==> src/rtl/rst_seq_pkg.sv <==
// Shared definitions for the reset sequencer.
//   state_t     : sequencer state encoding (HOLD, RELEASE, RUN)
//   CAUSE_*     : reset cause codes reported on RST_CAUSE
package rst_seq_pkg;

    typedef enum logic [1:0] {
        ST_HOLD    = 2'b00,
        ST_RELEASE = 2'b01,
        ST_RUN     = 2'b10
    } state_t;

    localparam logic [1:0] CAUSE_POR = 2'b00;
    localparam logic [1:0] CAUSE_SW  = 2'b01;
    localparam logic [1:0] CAUSE_WDT = 2'b10;

endpackage

==> src/rtl/rst_seq_ctrl.sv <==
// Reset sequencer for the system clock domain. Holds all subsystem resets
// for HOLD_CYCLES, then releases them one at a time every STEP_CYCLES,
// lowest index first. Software / watchdog requests re-run the sequence and
// the cause of the last reset is reported.
//
// Ports:
//   CLK          : system clock
//   RST          : async active-low reset (from the reset synchronizer)
//   SW_RST_REQ   : software reset request, level-sampled (honoured in RUN only)
//   WDT_EXPIRE   : watchdog expiry, level-sampled (honoured in any state)
//   DOMAIN_RST_N : active-low per-domain resets, bit 0 released first
//   RST_DONE     : all domains released
//   BUSY         : sequence in progress
//   RST_CAUSE    : 00 POR, 01 SW, 10 WDT
module rst_seq_ctrl
    import rst_seq_pkg::*;
#(
    parameter int NUM_DOMAINS = 4,
    parameter int HOLD_CYCLES = 16,
    parameter int STEP_CYCLES = 8,
    parameter int CNT_WIDTH   = 8
) (
    input  logic                   CLK,
    input  logic                   RST,
    input  logic                   SW_RST_REQ,
    input  logic                   WDT_EXPIRE,
    output logic [NUM_DOMAINS-1:0] DOMAIN_RST_N,
    output logic                   RST_DONE,
    output logic                   BUSY,
    output logic [1:0]             RST_CAUSE
);

    localparam int IDX_W = (NUM_DOMAINS > 1) ? $clog2(NUM_DOMAINS) : 1;

    localparam logic [CNT_WIDTH-1:0] HOLD_LAST = CNT_WIDTH'(HOLD_CYCLES - 1);
    localparam logic [CNT_WIDTH-1:0] STEP_LAST = CNT_WIDTH'(STEP_CYCLES - 1);
    localparam logic [IDX_W-1:0]     IDX_LAST  = IDX_W'(NUM_DOMAINS - 1);

    // Reject configurations where the counter could wrap before its compare.
    if (NUM_DOMAINS < 1 || HOLD_CYCLES < 1 || STEP_CYCLES < 1 ||
        HOLD_CYCLES > (2**CNT_WIDTH) - 1 || STEP_CYCLES > (2**CNT_WIDTH) - 1) begin : g_bad_cfg
        $error("rst_seq_ctrl: illegal parameter configuration");
    end

    state_t                 state_q, state_d;
    logic [CNT_WIDTH-1:0]   cnt_q, cnt_d;
    logic [IDX_W-1:0]       idx_q, idx_d;
    logic [NUM_DOMAINS-1:0] dom_d;
    logic                   done_d, busy_d;
    logic [1:0]             cause_d;
    logic                   restart;
    logic [NUM_DOMAINS-1:0] idx_bit;

    // One-hot of the next domain to release; OR-ing it into the current
    // pattern keeps DOMAIN_RST_N a thermometer code.
    always_comb begin
        for (int i = 0; i < NUM_DOMAINS; i++) begin
            idx_bit[i] = (idx_q == IDX_W'(i));
        end
    end

    always_ff @(posedge CLK or negedge RST) begin
        if (!RST) begin
            state_q      <= ST_HOLD;
            cnt_q        <= '0;
            idx_q        <= '0;
            DOMAIN_RST_N <= '0;
            RST_DONE     <= 1'b0;
            BUSY         <= 1'b1;
            RST_CAUSE    <= CAUSE_POR;
        end else begin
            state_q      <= state_d;
            cnt_q        <= cnt_d;
            idx_q        <= idx_d;
            DOMAIN_RST_N <= dom_d;
            RST_DONE     <= done_d;
            BUSY         <= busy_d;
            RST_CAUSE    <= cause_d;
        end
    end

    always_comb begin
        state_d = state_q;
        cnt_d   = cnt_q;
        idx_d   = idx_q;
        dom_d   = DOMAIN_RST_N;
        done_d  = RST_DONE;
        busy_d  = BUSY;
        cause_d = RST_CAUSE;
        restart = 1'b0;

        unique case (state_q)
            ST_HOLD: begin
                // Only the watchdog can interrupt a sequence; SW requests are dropped.
                if (WDT_EXPIRE) begin
                    restart = 1'b1;
                end else if (cnt_q == HOLD_LAST) begin
                    state_d = ST_RELEASE;
                    cnt_d   = '0;
                    idx_d   = '0;
                end else begin
                    cnt_d = cnt_q + CNT_WIDTH'(1);
                end
            end
            ST_RELEASE: begin
                if (WDT_EXPIRE) begin
                    restart = 1'b1;
                end else if (cnt_q == STEP_LAST) begin
                    dom_d = DOMAIN_RST_N | idx_bit;
                    cnt_d = '0;
                    if (idx_q == IDX_LAST) begin
                        state_d = ST_RUN;
                        done_d  = 1'b1;
                        busy_d  = 1'b0;
                    end else begin
                        idx_d = idx_q + IDX_W'(1);
                    end
                end else begin
                    cnt_d = cnt_q + CNT_WIDTH'(1);
                end
            end
            ST_RUN: begin
                if (SW_RST_REQ || WDT_EXPIRE) restart = 1'b1;
            end
            default: restart = 1'b1;
        endcase

        if (restart) begin
            state_d = ST_HOLD;
            cnt_d   = '0;
            idx_d   = '0;
            dom_d   = '0;
            done_d  = 1'b0;
            busy_d  = 1'b1;
            cause_d = WDT_EXPIRE ? CAUSE_WDT : CAUSE_SW;
        end
    end

endmodule

==> config.mk <==
export PLATFORM = sky130hd
export DESIGN_NAME = rst_seq_ctrl
export DESIGN_NICKNAME = d
export VERILOG_FILES = /design/src/rtl/rst_seq_pkg.sv /design/src/rtl/rst_seq_ctrl.sv
export SDC_FILE = /design/constraint.sdc
export NUM_CORES = 1
export LEC_CHECK = 0
export ABC_AREA = 1
export BUFFER_PORTS_ARGS = -buffer_cell sky130_fd_sc_hd__buf_2
export CORE_MARGIN = 8
export CORE_UTILIZATION = 54
export CTS_BUF_LIST = sky130_fd_sc_hd__clkbuf_2
export DETAILED_ROUTE_END_ITERATION = 6
export GPL_TIMING_DRIVEN = 0
export PLACE_DENSITY = 0.79
export SYNTH_ARGS = -nofsm -noshare
export SYNTH_HDL_FRONTEND = slang
export SYNTH_SLANG_ARGS = --single-unit
export TNS_END_PERCENT = 30
==> constraint.sdc <==
create_clock -name CLK -period 1.3 [get_ports CLK]
set_input_delay 0.195 -clock CLK [delete_from_list [all_inputs] [get_ports CLK]]
set_output_delay 0.195 -clock CLK [all_outputs]
set_load 0.01 [all_outputs]
### Yosys cells after proc, flatten, opt, wreduce, memory -nomap -nowiden

Index checks and enable logic that the tools add are counted.

* add/sub/neg operators: 2
* reduce and logical (&&, ||, !) cells: 13
* equal/unequal tests: 14
* bitwise logic cells: 1
* mux-type cells: 38

Operator list (number)
* $mux W8: 5
* $mux W2: 13
* $ne A3 B3 Y1 const B: 6
* $mux W4: 4
* $pmux W8 S2: 1
* $mux W1: 12
* $reduce_and A6 Y1: 2
* $add A8 B1 Y8 const B: 1
* $eq A8 B3 Y1 const B: 1
* $eq A8 B4 Y1 const B: 1
* $pmux W2 S2: 2
* $eq A2 B2 Y1 const B: 3
* $reduce_and A3 Y1: 2
* $reduce_bool A2 Y1: 3
* $eq A2 B1 Y1 const B: 2
* $logic_not A2 Y1: 2
* $or A4 B4 Y4: 1
* $reduce_and A4 Y1: 1
* $reduce_bool A3 Y1: 1
* $add A2 B1 Y2 const B: 1
* $ne A2 B1 Y1 const B: 1
* $pmux W1 S2: 1
* $reduce_or A2 Y1: 1
* $logic_or A1 B1 Y1: 1

* output and inout bits: 8
* input bits: 4
* register bits: 20

### Longest topological paths before layout

Gate-level depths: netlist (run 1).

* depth after elaboration: 6
* mapped depth: 9

### Worst setup path before layout (run 1)

No wires, ideal clock.

* kind: register to register
* from: register cnt_q[0]
* to: register cnt_q[7]
* buffers on the path: 0
* setup slack: 0 ps
* arrival: 1174 ps
* library setup time: 126 ps
* required time: 1174 ps
* clock period less this slack: 1300 ps
* stages on the path, launching flop included: 7
* cell sequence: dfrtp_1 ha_1 nand3_1 o21ai_2 nand2_1 nand3_1 o21ai_0

* word-level cells in the longest chain between the ends: 5

RTL lines
* start: declaration: RTL line rst_seq_ctrl.sv:46 `logic [CNT_WIDTH-1:0] cnt_q, cnt_d;`
* start signal: assignment: RTL line rst_seq_ctrl.sv:73 `cnt_q <= cnt_d;`
* $add A8 B1 Y8, or another cell as far along: RTL line rst_seq_ctrl.sv:102, rst_seq_ctrl.sv:119
* $mux W8, on equally long branches: RTL line rst_seq_ctrl.sv:108, rst_seq_ctrl.sv:97
* $mux W8, on equally long branches: RTL line rst_seq_ctrl.sv:106, rst_seq_ctrl.sv:95
* $pmux W8 S2 (*): RTL line rst_seq_ctrl.sv:92 `unique case (state_q)`
* $mux W8 (*): RTL line rst_seq_ctrl.sv:128 `if (restart) begin`

Every way passes the cells marked *; elsewhere a longest branch is shown, timed or not. The select of a mux whose other input is x is not followed.
A chain may end at the register's enable or synchronous reset.

### Worst setup path in the final report (run 1)

* from: register cnt_q[1]
* to: register cnt_q[6]

Same word-level chain as after synthesis.

==> impl_metrics.csv, run 1 <==
group,metric,value,unit
clocking,cts.sinks,20,
routing,drt-total-wl,2.755,mm
routing,post_drt_wl_per_cell,13.78,µm
place,port_buffers,11,
critical_path,path_delay_family,"flip-flops",
min_path,holdPathStages,2,
logic_synthesis,netlist.area_leader.share,0.4255,
clocking,clk_path_buf_depth,2,
critical_path,required,1.59,ns
cells_and_area,final_area,1486,µm²
place,pre_cts_slack,-0.1780,ns
sta,fin_worst_skew,0.01460,ns
critical_path,crit_fanout,3,
cells_and_area,final_cell_mix,"nand2_1, inv_1, dfrtp_1",
critical_path,max_stage_delay,0.45,ns
cells_and_area,layout_commonest_cell,"nand2_1",
logic_synthesis,yosys_warnings,0,
sta,finalCriticalPeriod,1.371,ns
place,post_dp_cell_area,1206,µm²
global_route,grt_pass1_vias,949,
logic_synthesis,syn-num-nets,152,
run,drv_cap,0,
outcome,violations,"negative setup slack",
cells_and_area,layout.nets,183,
routing,ant_nets,0,
critical_path,slowest_stage,"dfrtp_1",
logic_synthesis,ys_ff_latch,20,
logic_synthesis,netlist_area,1117,µm²
pwr,power.density,1211,nW/µm²
critical_path,start_kind,"register",
routing,drc,0,
cells_and_area,instances_no_fill,200,
sta,rsz0062_at_grt,"true",
global_route,grt_max_degree,21,
sta,hold_violations,0,
cells_and_area,diodes,0,
global_route,grt.total_usage,0.1406,
sta,worst_pin_slew,0.4592,ns
logic_synthesis,synth_area_per_cell,7.813,µm²
routing,routed_via_density,5.340,
cells_and_area,drive_gt1_frac,0.3931,
routing,first_iter_violations,58,
sta,setup_slack,-0.07096,ns
cells_and_area,area_delta_synth_final,33.04,%
die,start_util,0.5695,
global_route,overflow,0,
die,fp.dieW,61.49,µm
die,die_area,3780,µm²
die,core_area,1962,µm²
logic_synthesis,synth_top_cells_by_area,"dfrtp_1, nand2_1, inv_1",
critical_path,crit_top_cell,"nand2_1",
critical_path,cp.arrival,1.66,ns
die,rows,16,
place,placed_cells,181,
min_path,min-delay-start,"WDT_EXPIRE",
sta,drv_slew,0,
critical_path,critPathKind,"reg2reg",
clocking,htreeDepth,1,
cells_and_area,utilization,0.7577,
global_route,antenna_found_initial,0,
min_path,hold_path.class,"in2reg",
critical_path,path_cells,"ha_4, buf_4, nand4_1, nor2_1, xor2_1, nand2_1, nand2_1",
routing,vias,1068,
critical_path,cp.depth,7,
critical_path,crit_start,"cnt_q[1]",
cells_and_area,fill_cells,134,
routing,firstDrtPassIters,4,
critical_path,crit_path_end_kind,"register",
global_route,grt_pass1_wl,4.022,mm
clocking,cts_root_buf,"clkbuf_2",
logic_synthesis,synth_top_cell_by_area,"dfrtp_1",
critical_path,rr_startpoint,"cnt_q[1]",
clocking,clkTransAtPathRegs,0.21,ns
sta,final-setup-viol-count,4,
pwr,vdd_drop_max,905.0,µV
logic_synthesis,synth_seq_area_share,0.4490,
die,ios,12,
outcome,status,"finished with violations",
place,place_congestion,0.7708,
critical_path,path_buf_inv,1,
die,die_h,61.49,µm
clocking,cts_buffers,3,
critical_path,rr_worst_depth,7,
pwr,power_leakage,0.7317,nW
sta,fmax,0.7294,GHz
logic_synthesis,netlist_instances,143,
sta,finalCritPeriodShare,1.055,
sta,max_slew_margin,0.6938,
logic_synthesis,ys_types,22,
clocking,clk_latency,0.33,ns
place,hpwl,1.713,mm
clocking,cts_tree,"yes",
==> worst paths after layout <==
path                            slack, ns           end
worst max-delay path                -0.07      cnt_q[6]
worst max register to register      -0.07      cnt_q[6]
min in group asynchronous            0.31      cnt_q[7]
worst min register to register       0.49  RST_CAUSE[1]
worst min-delay path                 0.07  RST_CAUSE[0]
max in group asynchronous            0.63          BUSY
==> area by class of cell <==
type                       count  area, µm²  share of cell area
clock buffer                   4      20.02             0.01347
inverter                      21      81.33             0.05471
multi-input combinational    101      663.1              0.4461
sequential                    20      506.7              0.3409
tap                           27      33.78             0.02273
timing repair buffer          27      181.4              0.1221
==> logic make-up after synthesis <==
family / after synthesis / share of synthesized area
DFF: 20 / 0.4491
and+or+nand+nor: 79 / 0.3270
xor gates and xnor gates: 1 / 0.007840
adders and majority gates: 5 / 0.05599
buffers and inverters: 22 / 0.07502
AOI/OAI and AO/OA: 16 / 0.08510
==> cells in the mapped netlist, drive strengths merged <==
cell,n
o21bai,1
o21ai,6
or2,1
dfrtp,19
xor2,1
nand2,36
a21oi,7
nor2,21
ha,5
nand4,6
dfstp,1
nand3,15
o21a,2
buf,1
inv,21
==> report_power, final <==
part	switching, mW	internal [mW]
logic	0.406	0.302
clock network	0.203	0.0814
registers	0.102	0.705
==> state kept, by name, summed over array words and instances, names as in the netlist <==
| register | flops |
|---|---|
| BUSY | 1 |
| DOMAIN_RST_N | 4 |
| RST_CAUSE | 2 |
| RST_DONE | 1 |
| cnt_q | 8 |
| idx_q | 2 |
| state_q | 2 |
==> layer usage <==
layer | vias up | global-route usage | part of all wire
met1 | 518 | 0.1587 | 0.39
met3 | 2 | 0.02923 | 0.065
met5 | - | 0 | 0
li1 | 514 | - | -
met2 | 34 | 0.2541 | 0.53
met4 | 0 | 0.04545 | 0.0080
==> repair_timing <==
action	in CTS	in global routing
setup buffers	6	9
endpoints found under the setup margin	15	18
pin swaps	6	11
hold buffers	1	0
endpoints found under the hold margin	19	0
resized for setup	19	23
==> per-stage QoR <==
step | power (mW) | hold WS, ns | TNS (ns)
floorplan | 1.140 | -0.1006 | 0
global placement | 1.238 | 0.1621 | -0.9198
detailed placement | 1.267 | 0.1715 | -1.496
CTS | 1.652 | 0.04791 | -0.04106
global route | 1.927 | 0.05597 | -1.190
finish | 1.800 | 0.06629 | -0.1324
Note: power is estimated with default switching activity, not from simulation.
==> inputs of run 2 (changes only) <==
--- a/config.mk
+++ b/config.mk
@@ -15,2 +15,3 @@
 export PLACE_DENSITY = 0.79
+export SKIP_CTS_REPAIR_TIMING = 1
 export SYNTH_ARGS = -nofsm -noshare
==> constraint.sdc (replaced) <==
create_clock -name CLK -period 1.3 [get_ports CLK]
set_input_delay 0.065 -clock CLK [delete_from_list [all_inputs] [get_ports CLK]]
set_output_delay 0.065 -clock CLK [all_outputs]
set_load 0.01 [all_outputs]
==> run 2 against run 1 <==
  * The run still ends with negative setup slack left
  * First-iteration DRC count increased by 19%
  * Final cell count increased by 1.0%
  * Clock-buffer cell count unchanged
  * Sequential share of layout area decreased by 0.11 points
  * Clock power about the same
  * Maximum frequency decreased by 0.52%
  * Register-to-register slack about the same
  * Via count decreased by 0.28%
  * Global-route usage decreased by 1.1 points
  * Largest cell class unchanged
  * Largest power group unchanged
  * Highest routed layer unchanged
==> impl_metrics.csv, run 2 (synthesis results as in run 1) <==
group,metric,value,unit
cells_and_area,top_regs,"cnt_q: 8 flops, DOMAIN_RST_N: 4 flops",
cells_and_area,largest-register,"cnt_q",
die,fp.dieW,61.49,µm
cells_and_area,diodes,0,
global_route,grt.total_usage,0.1300,
global_route,grt_pass1_vias,883,
clocking,cts.sinks,20,
clocking,cts_tree,"yes",
routing,firstDrtPassIters,4,
sta,drv_slew,0,
global_route,grt_max_degree,21,
place,port_buffers,11,
routing,post_drt_wl_per_cell,13.71,µm
sta,worst_pin_slew,0.4588,ns
critical_path,critPathKind,"reg2reg",
sta,setup_slack,-0.07817,ns
sta,fin_worst_skew,0.02095,ns
die,start_util,0.5695,
critical_path,rr_startpoint,"cnt_q[1]",
die,rows,16,
sta,hold_violations,0,
outcome,status,"finished with violations",
pwr,vdd_drop_max,728.0,µV
critical_path,regToRegSetupSlack,-0.08,ns
global_route,grt_pass1_wl,3.719,mm
run,drv_cap,0,
critical_path,regToRegEndpoint,"DOMAIN_RST_N[1]",
clocking,cts_root_buf,"clkbuf_2",
cells_and_area,final_area,1488,µm²
global_route,antenna_found_initial,0,
outcome,violations,"negative setup slack",
clocking,htreeDepth,1,
critical_path,start_kind,"register",
die,ios,12,
min_path,min_to,"RST_CAUSE[1]",
pwr,power.density,1183,nW/µm²
sta,fin_tns_setup,-0.4115,ns
sta,finalCritPeriodShare,1.060,
place,hpwl,1.713,mm
critical_path,rr_worst_depth,7,
sta,max_slew_margin,0.6941,
die,core_area,1962,µm²
pwr,power_leakage,0.7495,nW
min_path,holdPathStages,3,
routing,vias,1065,
cells_and_area,drive_gt1_frac,0.3886,
place,place_congestion,0.7708,
routing,drc,0,
sta,fmax,0.7256,GHz
routing,first_iter_violations,69,
sta,rsz0062_at_grt,"true",
sta,finalCriticalPeriod,1.378,ns
min_path,min-delay-start,"WDT_EXPIRE",
cells_and_area,layout.nets,185,
min_path,hold_path.class,"in2reg",
clocking,clk_path_buf_depth,2,
cells_and_area,layout_commonest_cell,"nand2_1",
place,pre_cts_slack,-0.1780,ns
sta,final-setup-viol-count,10,
cells_and_area,area_delta_synth_final,33.15,%
critical_path,cp.arrival,1.65,ns
die,die_area,3780,µm²
critical_path,crit_path_end_kind,"register",
cells_and_area,final_cell_mix,"nand2_1, inv_1, dfrtp_1",
clocking,clkTransAtPathRegs,0.21,ns
clocking,clk_latency,0.34,ns
cells_and_area,largest_reg_flops,8,
die,die_h,61.49,µm
critical_path,crit_fanout,4,
routing,routed_via_density,5.272,
clocking,cts_buffers,3,
routing,drt-total-wl,2.769,mm
place,post_dp_cell_area,1206,µm²
routing,ant_nets,0,
global_route,overflow,0,
critical_path,required,1.57,ns
[run 2: area by class of cell]
cell class	instances	area [µm²]
multi-input cells	101	648.1
flip-flops and latches	20	505.5
fillers	129	474.2
repair buffers	29	198.9
inverters	21	81.33
well taps	27	33.78
clock buffers	4	20.02
[run 2: worst max-delay path by stage]
stage / start / to / slack [ns] / depth (start not counted)
after floorplan: cnt_q[0] / cnt_q[7] / 0.0003 / 6
after global placement: cnt_q[0] / cnt_q[7] / -0.13 / 6
after detailed placement: cnt_q[0] / cnt_q[7] / -0.18 / 6
after CTS: cnt_q[0] / DOMAIN_RST_N[3] / -0.21 / 6
after global routing: cnt_q[1] / state_q[0] / -0.18 / 8
final: cnt_q[1] / DOMAIN_RST_N[1] / -0.08 / 7
[run 2: layer usage]
metal | global-route usage | routed length [µm]
met2 | 0.2304 | 1398
met1 | 0.1477 | 1167
met3 | 0.02923 | 165
met4 | 0.04545 | 37
met5 | 0 | 0
[run 2: where the power goes]
group | switching, mW | total, mW | internal (mW)
clock | 0.206 | 0.287 | 0.0814
combinational | 0.390 | 0.656 | 0.266
sequential | 0.112 | 0.817 | 0.705
total | 0.708 | 1.76 | 1.05
[run 2: worst max-delay path, cell delays in order (launching register included)]
cell and delay, ns:
dfrtp_1 0.46, ha_4 0.20, nand3_4 0.10, nor2_4 0.13
buf_4 0.13, buf_4 0.09, nand3_1 0.05, a21oi_1 0.13
[run 2: through the flow]
step | util | std cells | hold slack [ns] | total power [mW]
finish | 0.7583 | 202 | 0.05463 | 1.760
global route | 0.7583 | 202 | 0.06695 | 1.878
CTS | 0.6250 | 185 | -0.3502 | 1.544
detailed placement | 0.6148 | 181 | 0.04147 | 1.267
global placement | 0.6148 | 181 | 0.03205 | 1.238
floorplan | - | 143 | -0.2306 | 1.140
